$ cat config.mk
export PLATFORM = sky130hd
export DESIGN_NAME = uart_tx_frame_ctrl_flat
export DESIGN_NICKNAME = d
export VERILOG_FILES = /design/src/rtl/uart_tx_frame_ctrl_if.sv /design/src/rtl/uart_tx_frame_ctrl.sv /design/src/flat_wrapper.sv
export SDC_FILE = /design/constraint.sdc
export NUM_CORES = 1
export LEC_CHECK = 0
export BUFFER_PORTS_ARGS = -buffer_cell sky130_fd_sc_hd__buf_2
export CORE_MARGIN = 3
export CORE_UTILIZATION = 48
export DETAILED_ROUTE_END_ITERATION = 8
export PLACE_DENSITY_LB_ADDON = 0.25
export SLEW_MARGIN = 0
export SYNTH_ARGS = -nofsm -noshare
export SYNTH_HDL_FRONTEND = slang
export SYNTH_SLANG_ARGS = --single-unit
export TNS_END_PERCENT = 20
$ cat constraint.sdc
create_clock -name CLK -period 1.97 [get_ports CLK]
set_clock_uncertainty 0.15 [all_clocks]
set_input_delay 0.2955 -clock CLK [delete_from_list [all_inputs] [get_ports CLK]]
set_output_delay 0.2955 -clock CLK [all_outputs]
set_load 0.01 [all_outputs]
$ cat src/rtl/uart_tx_frame_ctrl_if.sv
// rtl/uart_tx_frame_ctrl_if.sv - UART TX framing controller request/line interface
interface uart_tx_frame_ctrl_if #(
    parameter int DATA_WIDTH = 8
);
    logic [DATA_WIDTH-1:0] P_DATA;
    logic                  DATA_VALID;
    logic                  PAR_EN;
    logic                  PAR_BIT;
    logic                  TX_OUT;
    logic                  BUSY;

    // Register-side driver: presents bytes and parity, observes the line
    modport master (
        output P_DATA,
        output DATA_VALID,
        output PAR_EN,
        output PAR_BIT,
        input  TX_OUT,
        input  BUSY
    );

    // Serializer side: consumes requests, drives the line
    modport slave (
        input  P_DATA,
        input  DATA_VALID,
        input  PAR_EN,
        input  PAR_BIT,
        output TX_OUT,
        output BUSY
    );
endinterface

$ cat src/rtl/uart_tx_frame_ctrl.sv
// rtl/uart_tx_frame_ctrl.sv - UART transmit framing controller and serializer
module uart_tx_frame_ctrl #(
    parameter int DATA_WIDTH = 8
) (
    input  logic                    CLK,
    input  logic                    RST,
    uart_tx_frame_ctrl_if.slave     bus
);
    localparam int CW = (DATA_WIDTH > 2) ? $clog2(DATA_WIDTH) : 1;
    localparam logic [CW-1:0] LAST_BIT = CW'(DATA_WIDTH - 1);

    typedef enum logic [2:0] {
        IDLE   = 3'd0,
        START  = 3'd1,
        DATA   = 3'd2,
        PARITY = 3'd3,
        STOP   = 3'd4
    } state_t;

    state_t                state_q, state_d;
    logic [DATA_WIDTH-1:0] shreg_q, shreg_d;
    logic [CW-1:0]         cnt_q, cnt_d;
    logic                  par_en_q, par_en_d;
    logic                  tx_q, tx_d;
    logic                  busy_q, busy_d;

    // State, datapath and registered line outputs; reset aborts any frame
    always_ff @(posedge CLK or negedge RST) begin
        if (!RST) begin
            state_q  <= IDLE;
            shreg_q  <= '0;
            cnt_q    <= '0;
            par_en_q <= 1'b0;
            tx_q     <= 1'b1;
            busy_q   <= 1'b0;
        end else begin
            state_q  <= state_d;
            shreg_q  <= shreg_d;
            cnt_q    <= cnt_d;
            par_en_q <= par_en_d;
            tx_q     <= tx_d;
            busy_q   <= busy_d;
        end
    end

    // Next state plus the line value for that state, so outputs land on the entry edge
    always_comb begin
        state_d  = state_q;
        shreg_d  = shreg_q;
        cnt_d    = cnt_q;
        par_en_d = par_en_q;
        tx_d     = 1'b1;
        busy_d   = 1'b0;
        case (state_q)
            IDLE: begin
                if (bus.DATA_VALID) begin
                    state_d  = START;
                    shreg_d  = bus.P_DATA;
                    par_en_d = bus.PAR_EN;
                    tx_d     = 1'b0;
                    busy_d   = 1'b1;
                end
            end
            START: begin
                state_d = DATA;
                tx_d    = shreg_q[0];
                shreg_d = {1'b0, shreg_q[DATA_WIDTH-1:1]};
                cnt_d   = '0;
                busy_d  = 1'b1;
            end
            DATA: begin
                busy_d = 1'b1;
                if (cnt_q == LAST_BIT) begin
                    cnt_d = '0;
                    if (par_en_q) begin
                        state_d = PARITY;
                        tx_d    = bus.PAR_BIT;
                    end else begin
                        state_d = STOP;
                        tx_d    = 1'b1;
                    end
                end else begin
                    cnt_d   = cnt_q + CW'(1);
                    tx_d    = shreg_q[0];
                    shreg_d = {1'b0, shreg_q[DATA_WIDTH-1:1]};
                end
            end
            PARITY: begin
                state_d = STOP;
                tx_d    = 1'b1;
                busy_d  = 1'b1;
            end
            STOP: begin
                // Requests on this edge are dropped: one idle cycle separates frames
                state_d = IDLE;
            end
            default: begin
                state_d = IDLE;
            end
        endcase
    end

    assign bus.TX_OUT = tx_q;
    assign bus.BUSY   = busy_q;
endmodule

$ cat src/flat_wrapper.sv
// flat-port wrapper written by rule: the top's interface ports become plain ports
module uart_tx_frame_ctrl_flat 
#(
    parameter int DATA_WIDTH = 8
)
  (CLK, RST, bus_P_DATA, bus_DATA_VALID, bus_PAR_EN, bus_PAR_BIT, bus_TX_OUT, bus_BUSY);
  uart_tx_frame_ctrl_if #(.DATA_WIDTH(DATA_WIDTH)) bus_i ();
  input  logic CLK;
  input  logic RST;
  input wire logic [$bits(bus_i.P_DATA)-1:0] bus_P_DATA;
  input wire logic [$bits(bus_i.DATA_VALID)-1:0] bus_DATA_VALID;
  input wire logic [$bits(bus_i.PAR_EN)-1:0] bus_PAR_EN;
  input wire logic [$bits(bus_i.PAR_BIT)-1:0] bus_PAR_BIT;
  output wire logic [$bits(bus_i.TX_OUT)-1:0] bus_TX_OUT;
  output wire logic [$bits(bus_i.BUSY)-1:0] bus_BUSY;
  assign bus_i.P_DATA = bus_P_DATA;
  assign bus_i.DATA_VALID = bus_DATA_VALID;
  assign bus_i.PAR_EN = bus_PAR_EN;
  assign bus_i.PAR_BIT = bus_PAR_BIT;
  assign bus_TX_OUT = bus_i.TX_OUT;
  assign bus_BUSY = bus_i.BUSY;
  uart_tx_frame_ctrl #(.DATA_WIDTH(DATA_WIDTH)) u_core (.CLK(CLK), .RST(RST), .bus(bus_i));
endmodule
==> reports/metrics.cfg <==
[finish]
fill_cells=157
drive_above_1_share=0.2710
final_cells=132
seqCellArea_um2=426.7
nNetsFinal=123
multi_input_comb_area_um2=435.4
final_util=0.6072
stdcell_area_um2=1060
diodes=0
area_delta_synth_final_pct=17.97

[cts]
cts-buffers-inserted=3
cts_setup_buffers=0
cts_tree=yes
h-tree-depth=1
cts_max_path_buffers=2
clk_latency_ns=0.29
clk_pin_slew_ns=0.10
cts_sinks=17
cts_root_buffer=clkbuf_4

[routing]
routed-via-count=762
drt-wirelength-per-cell_um=13.57
antenna_left=0
wirelength_um=1791
drtPass1Iterations=4
drt_iter0_drc=12
routed_via_density=5.773
drc=0

[place]
placed_cells=126
place_congestion=0.7442
numPortBuffers=14
hpwl_um=1253
placed_cell_area_um2=1002

[yosys]
avgSynthCellArea_um2=10.21
synthDistinctLibCells=27
ys_ff_latch=17
synthesis.nets=103
yosysTopAreaCellShare=0.4457
ys_seq_area_frac=0.4749
synth_top_area_cell=dfrtp_1
synth_commonest_cells=dfrtp_1, o21ai_0, a221oi_1, a2bb2oi_1
synthTopCellsByArea=dfrtp_1, o21ai_0, a221oi_1
synth_edf_count=0
yosys_warnings=0
synthArstFlopShare=1.000
synth_most_common_cell=dfrtp_1
synth-main-ff-cell=dfrtp_1
synth_area_um2=898.4
postSynthCellCount=88

[critical_path]
cp.required_ns=1.99
cp-start-kind=register
crit_arrival_ns=1.94
worstPathMaxFanout=10
reg2reg_depth=5
crit_type=reg -> reg
worst_setup_path_end_kind=register

[power]
power_density_nw_per_um2=1646
p_leak_uw=0.0004784
power.total_uw=1745
vdd_drop_max_mv=0.7789

[floorplan]
core_area_um2=1745
die_width_um=49.26
ios=15
start_util=0.5147
dieArea_um2=2427
die_h_um=49.26
std_cell_rows=15

[global_routing]
grt_overflow=0
grt_max_degree=18
grt_pass1_wl_um=3180
grt_usage=0.1694
antenna_found_initial=0
grt_pass1_vias=686

[sta]
rsz0062_at_grt=yes
timing.hold.ws_ns=0.05709
hold_violations=0
maxSlewHeadroom=0.6264
fmax_mhz=521.3
final.min_clock_period_ns=1.918
finalCritPeriodShare=0.9738
setup_viol=0
tightest_slew_ns=0.5586
drv_slew=0

[min_path]
hp-class=in -> reg
hold_path_depth=3

[status]
run_status=completed

[flow_run]
cap_violations=0

[final timing paths]
check / end / slack (ns) / from
max: u_core.shreg_q[0] / 0.05 / u_core.cnt_q[0]
min: u_core.par_en_q / 0.06 / bus_PAR_EN
max reg2reg: u_core.shreg_q[0] / 0.05 / u_core.cnt_q[0]
min reg2reg: u_core.cnt_q[2] / 0.39 / u_core.cnt_q[2]
max in group asynchronous: u_core.bus.TX_OUT / 1.06 / RST
min in group asynchronous: u_core.state_q[0] / 0.29 / RST
[power breakdown]
group,total [uW],switching [uW],internal [uW]
Combinational,927,478,449
Clock,186,107,78.7
Sequential,632,110,522
[sequential cells by signal (all words and copies together), names as in the netlist]
register / cells
u_core.par_en_q: 1
u_core.bus.BUSY: 1
u_core.shreg_q: 8
u_core.cnt_q: 3
u_core.bus.TX_OUT: 1
u_core.state_q: 3
[through the flow]
step	TNS (ns)	setup WS, ns
6_report	0	0.05161
5_1_grt	-0.06492	-0.02422
4_1_cts	0	0.03240
3_5_place_dp	-0.2296	-0.05421
3_3_place_gp	-0.0001108	-0.0001108
2_1_floorplan	0	0.05089
[worst max-delay path, stage by stage, from the launching register on]
cell and delay, ns:
dfrtp_1 0.40, ha_1 0.20, ha_1 0.19, or3b_4 0.46, a221oi_1 0.31, a2bb2oi_1 0.10
[timing repair]
item                                   4_1_cts  5_1_grt
cloned                                       1        0
resized for setup                            1        2
hold buffers                                 1        0
setup endpoints to repair                    9        9
endpoints found under the hold margin       16        0
pin swaps                                    1        1
[cell families (layout without fill, tap and decap cells)]
logic type,after synthesis,in the layout,synth area share
AND/OR/NAND/NOR,18,18,0.1170
flip-flops,17,17,0.4749
adder cells (fa/ha/maj),2,2,0.02785
AO/OA/AOI/OAI,38,39,0.2967
buffers and inverters,11,29,0.06405
XOR/XNOR,2,2,0.01950
[area by class of cell]
cell class	instances	share of cell area
sequential	17	0.4026
multi-input combinational	61	0.4109
inverter	4	0.01417
tap	25	0.02952
clock buffer	4	0.02479
timing repair buffer	21	0.1181
[per-layer routing]
metal  track usage  up-vias  part of all wire
met5             0        -                 0
met4       0.08057        0             0.021
met3       0.03670        6             0.060
met2        0.2121       27              0.43
met1        0.2671      353              0.49
li1              -      376                 -
[placed cells by master (no fill, tap or decap)]
cell and n:
xnor2_1 1, nor3_1 3, inv_1 4, a21oi_2 1, or3b_4 1, nand2_1 6, a221oi_1 6, nor4b_1 2
dlygate4sd3_1 1, and3_1 1, clkbuf_1 1, dfstp_2 1, a2bb2oi_1 7, a21oi_1 6, clkbuf_4 3, ha_1 2
a21o_1 1, o21bai_2 1, a221oi_2 1, a21oi_4 1, nor4bb_1 1, nor2_1 1, nand2b_1 1, a211o_1 2
buf_4 6, buf_2 14, xor2_1 1, nor4_1 1, dfrtp_1 16, o21ai_0 13, and3b_1 1
No activity file was read; power rests on OpenSTA's default activity.
